**config.mk**
```make
export PLATFORM = sky130hd
export DESIGN_NAME = unary_stream_decoder
export DESIGN_NICKNAME = d
export VERILOG_FILES = /design/src/rtl/unary_stream_decoder.sv
export SDC_FILE = /design/constraint.sdc
export NUM_CORES = 1
export LEC_CHECK = 0
export CORE_ASPECT_RATIO = 0.75
export CORE_MARGIN = 2
export CORE_UTILIZATION = 55
export DETAILED_ROUTE_END_ITERATION = 8
export PLACE_DENSITY = 0.83
export SLEW_MARGIN = 20
export SYNTH_ARGS = -nofsm -noshare
export SYNTH_HDL_FRONTEND = slang
export SYNTH_SLANG_ARGS = --single-unit
```
**constraint.sdc**
```tcl
create_clock -name iClk -period 2.2 [get_ports iClk]
set_input_delay 0.55 -clock iClk [delete_from_list [all_inputs] [get_ports iClk]]
set_output_delay 0.55 -clock iClk [all_outputs]
set_load 0.01 [all_outputs]
```
**src/rtl/unary_stream_decoder.sv**
```systemverilog
// unary_stream_decoder
// Counts the 1s in a window of 2^BITWIDTH enabled samples of a unary bitstream
// and presents the count on a valid/ready output. The FSM state is also driven
// on oState so that checkers can observe it.
module unary_stream_decoder #(
    parameter int BITWIDTH = 8
) (
    input  logic                iClk,
    input  logic                iRst,
    input  logic                iEn,
    input  logic                iClr,
    input  logic                iStart,
    input  logic                iBit,
    output logic [BITWIDTH:0]   oData,
    output logic                oValid,
    input  logic                iReady,
    output logic                oBusy,
    output logic [1:0]          oState
);

    typedef enum logic [1:0] {
        IDLE  = 2'd0,
        ACCUM = 2'd1,
        DONE  = 2'd2
    } state_t;

    // Value of win just before the sample that completes the window.
    localparam logic [BITWIDTH:0] WIN_LAST = {1'b0, {BITWIDTH{1'b1}}};

    state_t            state;
    logic [BITWIDTH:0] win;
    logic [BITWIDTH:0] acc;
    logic [BITWIDTH:0] accNext;

    // Handshake: oData is transferred on any rising edge where oValid && iReady.
    // While oValid is high, oData and oValid do not change until that transfer
    // (or until iClr/iRst discard the result). oValid never depends on iReady.

    // Accumulator plus the current sample, zero-extended to the result width.
    always_comb begin
        accNext = acc + {{BITWIDTH{1'b0}}, iBit};
    end

    // Window FSM with registered outputs.
    always_ff @(posedge iClk or posedge iRst) begin
        if (iRst) begin
            state  <= IDLE;
            win    <= '0;
            acc    <= '0;
            oData  <= '0;
            oValid <= 1'b0;
            oBusy  <= 1'b0;
        end else if (iClr) begin
            // Abort: any window in progress and any pending result are dropped.
            state  <= IDLE;
            win    <= '0;
            acc    <= '0;
            oData  <= '0;
            oValid <= 1'b0;
            oBusy  <= 1'b0;
        end else begin
            case (state)
                IDLE: begin
                    if (iStart) begin
                        state <= ACCUM;
                        win   <= '0;
                        acc   <= '0;
                        oBusy <= 1'b1;
                    end
                end
                ACCUM: begin
                    if (iEn) begin
                        win <= win + 1'b1;
                        acc <= accNext;
                        if (win == WIN_LAST) begin
                            // This sample completes the window; it is included.
                            state  <= DONE;
                            oData  <= accNext;
                            oValid <= 1'b1;
                            oBusy  <= 1'b0;
                        end
                    end
                end
                DONE: begin
                    if (oValid && iReady) begin
                        oValid <= 1'b0;
                        if (iStart) begin
                            // Back-to-back window without an idle cycle.
                            state <= ACCUM;
                            win   <= '0;
                            acc   <= '0;
                            oBusy <= 1'b1;
                        end else begin
                            state <= IDLE;
                        end
                    end
                end
                default: begin
                    state  <= IDLE;
                    oValid <= 1'b0;
                    oBusy  <= 1'b0;
                end
            endcase
        end
    end

    // Debug view of the FSM state.
    always_comb begin
        oState = state;
    end

endmodule
```
After elaboration in Yosys (flattened, before gate mapping)
Cells that the tools add are included.

Register bits after elaboration: 31. Bits of input ports: 7. Output and inout port bits: 13. Logic and storage cells: 59.

$add $sub $neg: 2. Equality and inequality tests: 8. Mux-type cells: 32. Reduce and logical (&&, ||, !) cells: 11.

Operators by type and width (number): 9-bit 2-to-1 mux (12); 9-bit one-hot mux with 3 select lines (2); 3-bit != test, second input constant (4); 1-bit 2-to-1 mux (10); 2-bit 2-to-1 mux (5); 9-bit by 1-bit adder with 9-bit output (1); 9-bit by 1-bit adder with 9-bit output, second input constant (1); 9-bit by 8-bit == test with 1-bit output, second input constant (1); 3-bit AND reduction (3); 4-bit AND reduction (2); 1-bit one-hot mux with 3 select lines (2); 2-bit one-hot mux with 3 select lines (1); 2-bit nonzero test (3); 4-bit nonzero test (1); 2-bit by 1-bit == test with 1-bit output, second input constant (1); 2-bit == test, second input constant (1); 2-bit zero test (1); 2-bit != test, second input constant (1); 1-bit logical AND (1).

Longest topological paths before layout
Gate-level depths: netlist (run 1).

Depth after elaboration: 5. Gate-level depth with buffers: 8. Depth with buffers taken out: 7.

Least setup slack after synthesis (run 1)
No wires, ideal clock.

Kind: register -> register. Start point: reg win[0]. End point: reg oData[0]. Library setup time: 0.121 ns. Arrival: 1.811 ns. Required time: 2.079 ns. Slack: 0.268 ns. Stages on the path, launching flop included: 8. Path buffers: 0. Clock period less this slack: 1.932 ns. Cell sequence: dfrtp_1 -> ha_1 -> nand3_1 -> nor3_1 -> ha_1 -> nand4b_1 -> and2_1 -> a22o_1.

Cells in the longest elaborated chain, start to end: 3.

Ends and longest elaborated chain: from (decl) (line 31) `logic [BITWIDTH:0] win;`; from (signal assigned) (line 73) `win <= win + 1'b1;`; 9-bit by 8-bit == test with 1-bit output (line 75) `if (win == WIN_LAST) begin`; 2-bit nonzero test (no line); 3-bit AND reduction (no line); to (signal assigned) (line 78) `oData <= accNext;`; to (decl) (line 14) `output logic [BITWIDTH:0] oData,`.

No other way between the ends. A chain may end at the register's enable or synchronous reset.

Worst setup path after layout (run 1)
Start point: in iBit. End point: reg acc[8].

Cells in the longest elaborated chain, start to end: 4.

Ends and longest elaborated chain: from (decl) (line 13) `input logic iBit,`; 9-bit by 1-bit adder with 9-bit output (line 41) `accNext = acc + {{BITWIDTH{1'b0}}, iBit};`; 9-bit 2-to-1 mux (line 72) `if (iEn) begin`; 9-bit one-hot mux with 3 select lines (line 62) `case (state)`; 9-bit 2-to-1 mux (line 53) `end else if (iClr) begin`; to (signal assigned) (line 74) `acc <= accNext;`; to (decl) (line 32) `logic [BITWIDTH:0] acc;`.

No other way between the ends. The select of a mux whose other input is x is not followed.

==> summary.md, run 1 <==
| Metric | Value |
|---|---|
| Clock share of power | `0.405` |
| Period utilization | `0.935` |
| Setup crit start | `iBit` |
| Syn_nets | `182` |
| Area leader, netlist | `dfrtp_1` |
| Die Wd | `67.3 um` |
| Hpwl dp | `3.06 mm` |
| Sequential share of power | `0.484` |
| Register area share after synthesis | `0.470` |
| Most frequent cells in the layout | `dfrtp_1 (31), clkdlybuf4s50_1 (19), buf_4 (19), inv_1 (18), o211ai_1 (14)` |
| Total power | `1.24 mW` |
| Max cap viols | `0` |
| Type of the worst min-delay path | `flop to flop` |
| CP max FO | `7` |
| Dpl ws | `-0.105 ns` |
| GRT Overall Usage | `0.279` |
| Number of DRC markers in iteration 0 | `176` |
| DRT Pass-1 Iters | `5` |
| Final worst slack | `0.143 ns` |
| Vias/cell | `6.32` |
| R2R Path Start | `win[0]$_DFFE_PP0P_` |
| Number of synthesized flops with an enable pin | `0` |
| RSZ-0062 raised after global routing | `no` |
| Sw Ratio | `0.250` |
| Fraction of registers with async set/reset | `1.00` |
| Slew Limit Fails | `0` |
| Layout overhead on the synthesized area | `28.9%` |
| Largest net degree at the start of global routing | `32` |
| Post-synthesis mux area share | `0.00607` |
| Placed Area | `2020 um^2` |
| Skew-Pair Late Insertion Delay | `0.29 ns` |
| Syn_area_per_cell | `9.65 um^2` |
| Number of synthesized register bits | `31` |
| Setup Viol. Count Final | `0` |
| # clock sinks | `31` |
| Adder-cell share of the synthesized area | `0.0303` |
| Simple-gate share of the synthesized area | `0.201` |
| Syn Std Cell Area | `1650 um^2` |
| Post-route cell area | `2130 um^2` |
| Total Nets Final | `219` |
| CTS tree | `done` |
| Num ports | `20` |
| Number of synthesis warnings | `0` |
| Core ar. | `2890 um^2` |
| Final hold vios | `0` |
| Clk slew on worst S/H paths | `0.06 ns` |
| WL/cell | `17.2 um` |
| Most common cell after layout, fill and taps aside | `dfrtp_1` |
| Int Pwr | `0.930 mW` |
| Peak Freq | `0.486 GHz` |
| Post-Synthesis Cells | `171` |
| Total grt overflow | `0` |
| Core Util, Final | `0.735` |
| Vias in the first global route | `1491` |
| Synth top area share | `0.470` |
| Relative slew slack | `0.735` |
| Via count | `1560` |
| Pwr dens | `583 nW/um^2` |
| DRT Wirelength | `4.25 mm` |
| Worst-case clock buffer depth | `2` |
| Layout cells sized above 1 | `0.144` |
| Port bufs | `19` |
| Largest family of logic cells by synthesized area | `compound AO/OA/AOI/OAI gates` |
| WHS | `0.508 ns` |
| Starting Density | `0.571` |
| Synth Area in Compound Gates | `0.215` |
| Critical path type | `primary input to flop` |
| Combinational share of power | `0.111` |
| Crit path arrival time | `2.26 ns` |
| First-pass GRT wire length | `6.87 mm` |
| Worst-margin pin slew | `0.397 ns` |
| DIE AREA | `3460 um^2` |
| Critical Path RT | `2.40 ns` |
| Initial antenna violation count | `0` |
| Setup crit end kind | `flop` |
| H-tree levels | `2` |
| Root Buffer | `clkbuf_8` |
| Minimum clock period | `2.06 ns` |
| Gp weighted congestion | `0.884` |
| Antenna Cells | `0` |
| Synth cell types | `40` |
| Row count | `17` |
| Synth top area cells | `dfrtp_1 (47%), o211ai_1 (6.4%), or4_1 (5.0%), nand3_1 (4.2%), inv_1 (4.1%)` |
| Leak | `0.879 nW` |
| Post-synthesis xor/xnor area fraction | `0.0159` |
| Residual DRC | `0` |
| VDD IR max | `0.471 mV` |
| Fillers | `211` |
| Dominant synthesized flop cell | `dfrtp_1` |
| Min-delay src | `oData[0]$_DFFE_PP0P_` |
| Status | `finished, final reports clean` |
| ANT nets after route | `0` |
| Num CTS Buffers | `5` |
| Psw | `0.310 mW` |
| Worst setup SP type | `primary input` |
| Setup bufs post-CTS | `0` |
| Layout Skew | `0.00702 ns` |
| Die Y-Extent | `51.4 um` |
kinds of logic (layout without fill, tap and decap cells):
| family | after synthesis | after routing |
|---|---|---|
| AND/OR/NAND/NOR | 55 | 55 |
| XOR/XNOR | 3 | 3 |
| buffers and inverters | 27 | 65 |
| AO/OA/AOI/OAI | 50 | 50 |
| multiplexers | 1 | 1 |
| adder cells (fa/ha/maj) | 4 | 4 |
| flip-flops | 31 | 31 |
layout make-up:
cell class | instances | area, um^2 | share of cell area
well taps | 38 | 47.5 | 0.0224
inverters | 18 | 67.6 | 0.0318
repair buffers | 39 | 353 | 0.166
clock buffers | 8 | 100 | 0.0471
multi-input cells | 113 | 783 | 0.368
flip-flops and latches | 31 | 776 | 0.365
cells in the mapped netlist, types with 2 or more instances:
library cell / number
o21ai_1: 4
and2_1: 2
o22ai_1: 2
a21boi_1: 2
o2111ai_1: 4
inv_1: 18
nand3_1: 14
o21a_1: 2
ha_1: 4
clkbuf_1: 8
or4_1: 11
nand3b_1: 4
a22o_1: 4
nand2_1: 10
nand4_1: 3
o211ai_1: 14
xnor2_1: 2
dfrtp_1: 31
nor2_1: 2
a21oi_1: 10
power by group through the flow:
| stage | registers, mW | logic (mW) | clock network, mW |
|---|---|---|---|
| floorplan | 0.608 | 0.0709 | 0 |
| global placement | 0.608 | 0.130 | 0 |
| detailed placement | 0.609 | 0.137 | 0 |
| CTS | 0.599 | 0.137 | 0.501 |
| global route | 0.601 | 0.150 | 0.530 |
| finish | 0.600 | 0.138 | 0.503 |
worst max-delay path, cell delays in order:
cell	delay [ns]
clkdlybuf4s50_1	0.46
ha_1	0.18
ha_1	0.17
nand3_1	0.22
or4_1	0.56
o211ai_1	0.12
metal layers:
metal | track usage | vias up | share of wire
met3 | 0.0859 | 11 | 0.084
li1 | - | 719 | -
met1 | 0.351 | 750 | 0.42
met2 | 0.449 | 80 | 0.48
met5 | 0 | - | 0
met4 | 0.112 | 0 | 0.014
through the flow:
step	instances	TNS (ns)
6_report	247	0
5_1_grt	247	0
4_1_cts	247	0
3_5_place_dp	239	-0.403
3_3_place_gp	239	-0.0212
2_1_floorplan	171	0
timing repair:
item,4_1_cts,5_1_grt
hold buffers,0,0
resized for setup,0,3
endpoints found under the setup margin,0,10
sequential cells by signal, summed over array words and instances, names as in the netlist:
signal / count
oState: 2
oData: 9
oValid: 1
oBusy: 1
win: 9
acc: 9
final timing paths:
check                      slack, ns              endpoint  cells after the start
max in group asynchronous       1.28    win[4]$_DFFE_PP0P_                      3
max                             0.14    acc[8]$_DFFE_PP0P_                      6
min reg2reg                     0.51  oData[0]$_DFFE_PP0P_                      1
min                             0.51  oData[0]$_DFFE_PP0P_                      1
max reg2reg                     0.18  oData[6]$_DFFE_PP0P_                      8
min in group asynchronous       0.63    acc[7]$_DFFE_PP0P_                      3
(Power assumes the default switching activity.)
==> run 2, diff against run 1 <==
--- a/config.mk
+++ b/config.mk
@@ -7,9 +7,10 @@
 export LEC_CHECK = 0
 export CORE_ASPECT_RATIO = 0.75
 export CORE_MARGIN = 2
-export CORE_UTILIZATION = 55
+export CORE_UTILIZATION = 57
 export DETAILED_ROUTE_END_ITERATION = 8
-export PLACE_DENSITY = 0.83
+export DONT_BUFFER_PORTS = 1
+export PLACE_DENSITY = 0.76
 export SLEW_MARGIN = 20
 export SYNTH_ARGS = -nofsm -noshare
 export SYNTH_HDL_FRONTEND = slang
==> summary.md, run 2 (same netlist as run 1, synthesis figures left out) <==
| Metric | Value |
|---|---|
| Status | `finished, final reports clean` |
| Setup Viol. Count Final | `0 (unchanged)` |
| Final hold vios | `0 (unchanged)` |
| Slew Limit Fails | `0 (unchanged)` |
| # clock sinks | `31 (unchanged)` |
| Critical path type | `flop to flop` |
| Most common cell after layout, fill and taps aside | `dfrtp_1` |
| Setup crit end kind | `flop` |
| Largest registers | `acc (9), oData (9), win (9)` |
| H-tree levels | `2 (unchanged)` |
| Initial antenna violation count | `0 (unchanged)` |
| Vias in the first global route | `1353 (-9.3%)` |
| Layout overhead on the synthesized area | `8.95%` |
| First-pass GRT wire length | `6.34 mm (-7.7%)` |
| Final worst slack | `0.191 ns (+0.0485 ns)` |
| Starting Density | `0.615 (+0.0447)` |
| Fillers | `208 (-1.4%)` |
| Post-route setup TNS | `0 ns (unchanged)` |
| Number of DRC markers in iteration 0 | `130 (-26%)` |
| Clk slew on worst S/H paths | `0.06 ns (about the same)` |
| Sequential share of power | `0.551 (+0.067)` |
| VDD IR max | `0.406 mV (-14%)` |
| Minimum clock period | `2.01 ns (-0.0485 ns)` |
| Int Pwr | `0.827 mW (-11%)` |
| Worst setup SP type | `flop` |
| Total Nets Final | `187 (-15%)` |
| Pwr dens | `609 nW/um^2 (+4.4%)` |
| Reg2Reg Depth | `7 (-1)` |
| Clock share of power | `0.364 (-0.041)` |
| Largest net degree at the start of global routing | `32 (unchanged)` |
| Layout Skew | `0.00490 ns (-0.00212 ns)` |
| Core ar. | `2680 um^2 (-7.3%)` |
| Most frequent cells in the layout | `dfrtp_1 (31), inv_1 (18), o211ai_1 (14), nand3_1 (13), or4_1 (11)` |
| Relative slew slack | `0.736 (about the same)` |
| DRT Pass-1 Iters | `4 (-1)` |
| Multi-input logic area | `785 um^2 (+0.16%)` |
| Combinational share of power | `0.085 (-0.026)` |
| DRT Wirelength | `3.77 mm (-11%)` |
| Skew-Pair Late Insertion Delay | `0.28 ns (about the same)` |
| Vias/cell | `6.64 (+5.2%)` |
| Gp weighted congestion | `0.845 (-4.4%)` |
| Core Util, Final | `0.670 (-0.0651)` |
| Row count | `16 (-1)` |
| Die Wd | `66.1 um (-1.7%)` |
| Worst-case clock buffer depth | `2 (unchanged)` |
| RSZ-0062 raised after global routing | `no` |
| Num ports | `20 (unchanged)` |
| Period utilization | `0.913 (-0.0221)` |
| Leak | `0.728 nW (-17%)` |
| Crit path arrival time | `2.17 ns (-0.09 ns)` |
| Residual DRC | `0 (unchanged)` |
| Max cap viols | `0 (unchanged)` |
| Num CTS Buffers | `5 (unchanged)` |
| GRT Overall Usage | `0.248 (-0.0311)` |
| Port bufs | `0 (-19)` |
| DIE AREA | `3350 um^2 (-3.3%)` |
| Die Y-Extent | `50.6 um (-1.6%)` |
| Total power | `1.09 mW (-12%)` |
| Root Buffer | `clkbuf_8` |
| ANT nets after route | `0 (unchanged)` |
| Hpwl dp | `2.60 mm (-15%)` |
| CP max FO | `7 (unchanged)` |
| WL/cell | `17.9 um (+3.9%)` |
| Worst-margin pin slew | `0.397 ns (-0.000228 ns)` |
| Dpl ws | `0.104 ns (+0.209 ns)` |
| CTS tree | `done` |
| Type of the worst min-delay path | `primary input to asynchronous set/reset pin` |
| Sw Ratio | `0.245 (-0.00530)` |
| Critical Path RT | `2.36 ns (-0.04 ns)` |
| Layout cells sized above 1 | `0.0857 (-0.0578)` |
| Antenna Cells | `0 (unchanged)` |
| Hold Buf Count CTS | `0 (unchanged)` |
| Psw | `0.268 mW (-14%)` |
| Via count | `1402 (-10%)` |
| Peak Freq | `0.498 GHz (+2.4%)` |
| Register Area | `776 um^2 (unchanged)` |
| Total grt overflow | `0 (unchanged)` |
run 2: cell count changes in the layout (fill, tap and decap cells not counted), sizes merged:
cell | before | now
clkbuf | 8 | 6
buf | 20 | 7
clkdlybuf4s50 | 19 | 0
run 2: metal layers:
| layer | part of all wire | GRT usage | routed length [um] | up-vias |
|---|---|---|---|---|
| met5 | 0 | 0 | 0 | - |
| met4 | 0.013 | 0.0646 | 48 | 0 |
| met3 | 0.081 | 0.0695 | 306 | 7 |
| met2 | 0.47 | 0.390 | 1770 | 57 |
| met1 | 0.44 | 0.339 | 1650 | 684 |
| li1 | - | - | - | 654 |
run 2: per-stage QoR:
stage          std cells  area [um^2]  hold slack [ns]
2_1_floorplan        171         1650            0.474
3_3_place_gp         205         1710            0.501
3_5_place_dp         205         1710            0.511
4_1_cts              211         1790            0.248
5_1_grt              211         1800            0.277
6_report             211         1800            0.238
run 2: path summary, 6_finish.rpt:
path                               startpoint              endpoint  slack (ns)
min reg2reg                acc[0]$_DFFE_PP0P_    acc[0]$_DFFE_PP0P_        0.54
max reg2reg                win[0]$_DFFE_PP0P_  oData[1]$_DFFE_PP0P_        0.19
max in group asynchronous                iRst  oData[0]$_DFFE_PP0P_        1.68
min                                      iRst    win[0]$_DFFE_PP0P_        0.24
max                        win[0]$_DFFE_PP0P_  oData[1]$_DFFE_PP0P_        0.19
min in group iClk                      iStart     oBusy$_DFFE_PP0P_        0.42
run 2: critical path, stage by stage (launching register included):
cell and delay [ns]:
dfrtp_1 0.42, ha_1 0.24, nand3_2 0.14, nor3_2 0.19, ha_2 0.26, nand4b_1 0.13, and2_1 0.26, a22o_1 0.24
run 2: area by class of cell:
type                            instances  share of cell area
Multi-Input combinational cell        113               0.436
Tap cell                               36              0.0251
Timing Repair Buffer                    7              0.0292
Clock buffer                            6              0.0404
Sequential cell                        31               0.431
Inverter                               18              0.0376
run 2: power by group through the flow:
stage	Combinational (mW)	Clock [mW]	Sequential, mW
CTS	0.0933	0.407	0.602
detailed placement	0.0924	0	0.613
floorplan	0.0709	0	0.608
finish	0.0930	0.399	0.603
global route	0.106	0.435	0.605
global placement	0.0904	0	0.612
run 2: timing repair:
item,4_1_cts,5_1_grt
buffers inserted,0,0
endpoints found under the hold margin,0,0
endpoints found under the setup margin,0,6
gates resized for setup,0,3
==> run 3, diff against run 2 <==
--- a/config.mk
+++ b/config.mk
@@ -5,6 +5,7 @@
 export SDC_FILE = /design/constraint.sdc
 export NUM_CORES = 1
 export LEC_CHECK = 0
+export ABC_AREA = 1
 export CORE_ASPECT_RATIO = 0.75
 export CORE_MARGIN = 2
 export CORE_UTILIZATION = 57
==> summary.md, run 3 <==
| Metric | Value |
|---|---|
| Status | `finished, final reports clean` |
| Synth top area cells | `dfrtp_1 (48%), nand2_1 (14%), nand3_1 (5.6%), inv_1 (4.9%), o21ai_0 (4.0%)` |
| Worst-case clock buffer depth | `2 (unchanged)` |
| Post-Synthesis Cells | `199 (+16%)` |
| Peak Freq | `0.522 GHz (+4.9%)` |
| Setup crit end kind | `flop` |
| WL/cell | `14.0 um (-21%)` |
| Fraction of registers with async set/reset | `1.00 (unchanged)` |
| Syn_nets | `210 (+15%)` |
| Pwr dens | `662 nW/um^2 (+8.8%)` |
| Setup Viol. Count Final | `0 (unchanged)` |
| Post-route cell area | `1730 um^2 (-4.0%)` |
| Die Wd | `65.4 um (-1.1%)` |
| Syn Std Cell Area | `1610 um^2 (-2.4%)` |
| Total power | `1.14 mW (+4.4%)` |
| Post_cts resized | `0 (unchanged)` |
| Area leader, netlist | `dfrtp_1` |
| Setup bufs post-CTS | `0 (unchanged)` |
| Minimum clock period | `1.91 ns (-0.0946 ns)` |
| Most common cell after layout, fill and taps aside | `nand2_1` |
| # clock sinks | `31 (unchanged)` |
| Skew-Pair Late Insertion Delay | `0.29 ns (about the same)` |
| Max cap viols | `0 (unchanged)` |
| DRT Wirelength | `3.39 mm (-9.9%)` |
| Worst setup SP type | `flop` |
| H-tree levels | `2 (unchanged)` |
| Die Y-Extent | `50.0 um (-1.1%)` |
| RSZ-0062 raised after global routing | `no` |
| Fillers | `239 (+15%)` |
| Number of synthesized register bits | `31 (unchanged)` |
| Critical Path RT | `2.36 ns (about the same)` |
| Multi-input logic area | `718 um^2 (-8.5%)` |
| Port bufs | `0 (unchanged)` |
| Largest registers | `acc (9), oData (9), win (9)` |
| Starting Density | `0.609 (-0.00583)` |
| Hold Buf Count CTS | `0 (unchanged)` |
| Initial antenna violation count | `0 (unchanged)` |
| Critical Path Max Stage Delay | `0.40 ns (-0.02 ns)` |
| Register area share after synthesis | `0.482 (+0.0117)` |
| Cell with the most instances after synthesis | `nand2_1` |
| VDD IR max | `0.398 mV (-1.9%)` |
| Placed insts | `234 (+14%)` |
| Critical path type | `flop to flop` |
| Num CTS Buffers | `5 (unchanged)` |
| Layout Skew | `0.00980 ns (+0.00490 ns)` |
| Largest net degree at the start of global routing | `32 (unchanged)` |
| Dominant synthesized flop cell | `dfrtp_1` |
| DIE AREA | `3270 um^2 (-2.3%)` |
| Period utilization | `0.870 (-0.0430)` |
| First-pass GRT wire length | `5.71 mm (-9.9%)` |
| CP max FO | `9 (+2)` |
| Total grt overflow | `0 (unchanged)` |
| CP top delay family | `simple AND/OR/NAND/NOR gates` |
| Placed Area | `1640 um^2 (-4.0%)` |
| Clk slew on worst S/H paths | `0.07 ns (about the same)` |
| Slowest cell on the critical path | `dfrtp_1` |
| Vias in the first global route | `1242 (-8.2%)` |
| Relative slew slack | `0.657 (-0.0782)` |
| Number of synthesis warnings | `0 (unchanged)` |
| Worst-margin pin slew | `0.513 ns (+0.116 ns)` |
| GRT Overall Usage | `0.235 (-0.0133)` |
| DRT Pass-1 Iters | `5 (+1)` |
| Post-route setup TNS | `0 ns (unchanged)` |
| Type of the worst min-delay path | `primary input to asynchronous set/reset pin` |
| Root Buffer | `clkbuf_8` |
| Crit path arrival time | `2.07 ns (-0.10 ns)` |
| Syn_area_per_cell | `8.09 um^2 (-16%)` |
| Gp weighted congestion | `0.860 (+1.8%)` |
| Num ports | `20 (unchanged)` |
| Synth top cells by count | `nand2_1 (59), dfrtp_1 (31), inv_1 (21), nand3_1 (18), o21ai_0 (13)` |
| CP Buf/Inv Count | `1 (+1)` |
| Core ar. | `2640 um^2 (-1.5%)` |
| Critical-path cell list | `ha_1 -> nand4_1 -> nor3_1 -> ha_1 -> nand2_1 -> o21ai_0 -> inv_2 -> nand2_1 -> o21ai_0` |
| Layout Cells excl Fill | `242 (+15%)` |
| Number of DRC markers in iteration 0 | `118 (-9.2%)` |
| Number of synthesized flops with an enable pin | `0 (unchanged)` |
| Layout cells sized above 1 | `0.112 (+0.0259)` |
| Leak | `0.850 nW (+17%)` |
| Via count | `1299 (-7.3%)` |
| Vias/cell | `5.37 (-19%)` |
| Most frequent cells in the layout | `nand2_1 (59), dfrtp_1 (31), inv_1 (21), nand3_1 (18), o21ai_0 (13)` |
| Register Area | `776 um^2 (unchanged)` |
| Slew Limit Fails | `0 (unchanged)` |
| Hpwl dp | `2.44 mm (-6.2%)` |
| Residual DRC | `0 (unchanged)` |
| Row count | `16 (unchanged)` |
| Synth top area share | `0.482 (+0.0117)` |
| Final hold vios | `0 (unchanged)` |
| Total Nets Final | `216 (+16%)` |
| ANT nets after route | `0 (unchanged)` |
| Layout overhead on the synthesized area | `7.15%` |
| Antenna Cells | `0 (unchanged)` |
| WHS | `0.225 ns (-0.0135 ns)` |
| Synth cell types | `26 (-35%)` |
| CTS tree | `done` |
-- run 3: layout make-up --
type                            count  share of cell area
Tap cell                           36              0.0261
Clock buffer                        7              0.0442
Sequential cell                    31               0.450
Multi-Input combinational cell    140               0.416
Clock inverter                      1             0.00290
Inverter                           26              0.0566
Timing Repair Buffer                1             0.00435
-- run 3: power by group --
group | internal (mW) | switching [mW]
Clock | 0.222 | 0.209
Sequential | 0.580 | 0.0129
Combinational | 0.0300 | 0.0894
-- run 3: per-stage QoR --
stage	util	worst slack, ns
6_report	0.653	0.286
5_1_grt	0.653	0.0731
4_1_cts	0.653	0.123
3_5_place_dp	0.622	0.139
3_3_place_gp	0.622	0.226
2_1_floorplan	-	0.436
-- run 3: worst paths after layout --
kind                                     from              endpoint  slack, ns  cells after the start
min reg2reg                acc[0]$_DFFE_PP0P_    acc[0]$_DFFE_PP0P_       0.51                      2
min in group iClk                        iClr    win[5]$_DFFE_PP0P_       0.42                      3
max reg2reg                win[0]$_DFFE_PP0P_  oData[0]$_DFFE_PP0P_       0.29                      9
min                                      iRst    win[7]$_DFFE_PP0P_       0.22                      2
max                        win[0]$_DFFE_PP0P_  oData[0]$_DFFE_PP0P_       0.29                      9
max in group asynchronous                iRst    oValid$_DFFE_PP0P_       1.68                      2
-- run 3: kinds of logic after synthesis --
group / count (synthesis) / synth area share
XOR/XNOR: 7 / 0.0381
buffers and inverters: 28 / 0.0723
AO/OA/AOI/OAI: 25 / 0.0824
adder cells (fa/ha/maj): 4 / 0.0311
AND/OR/NAND/NOR: 104 / 0.294
flip-flops: 31 / 0.482
-- run 3: per-layer routing --
metal  GRT usage  wire (um)
met1       0.308       1610
met2       0.355       1540
met3      0.0936        209
met4      0.0764         42
met5           0          0
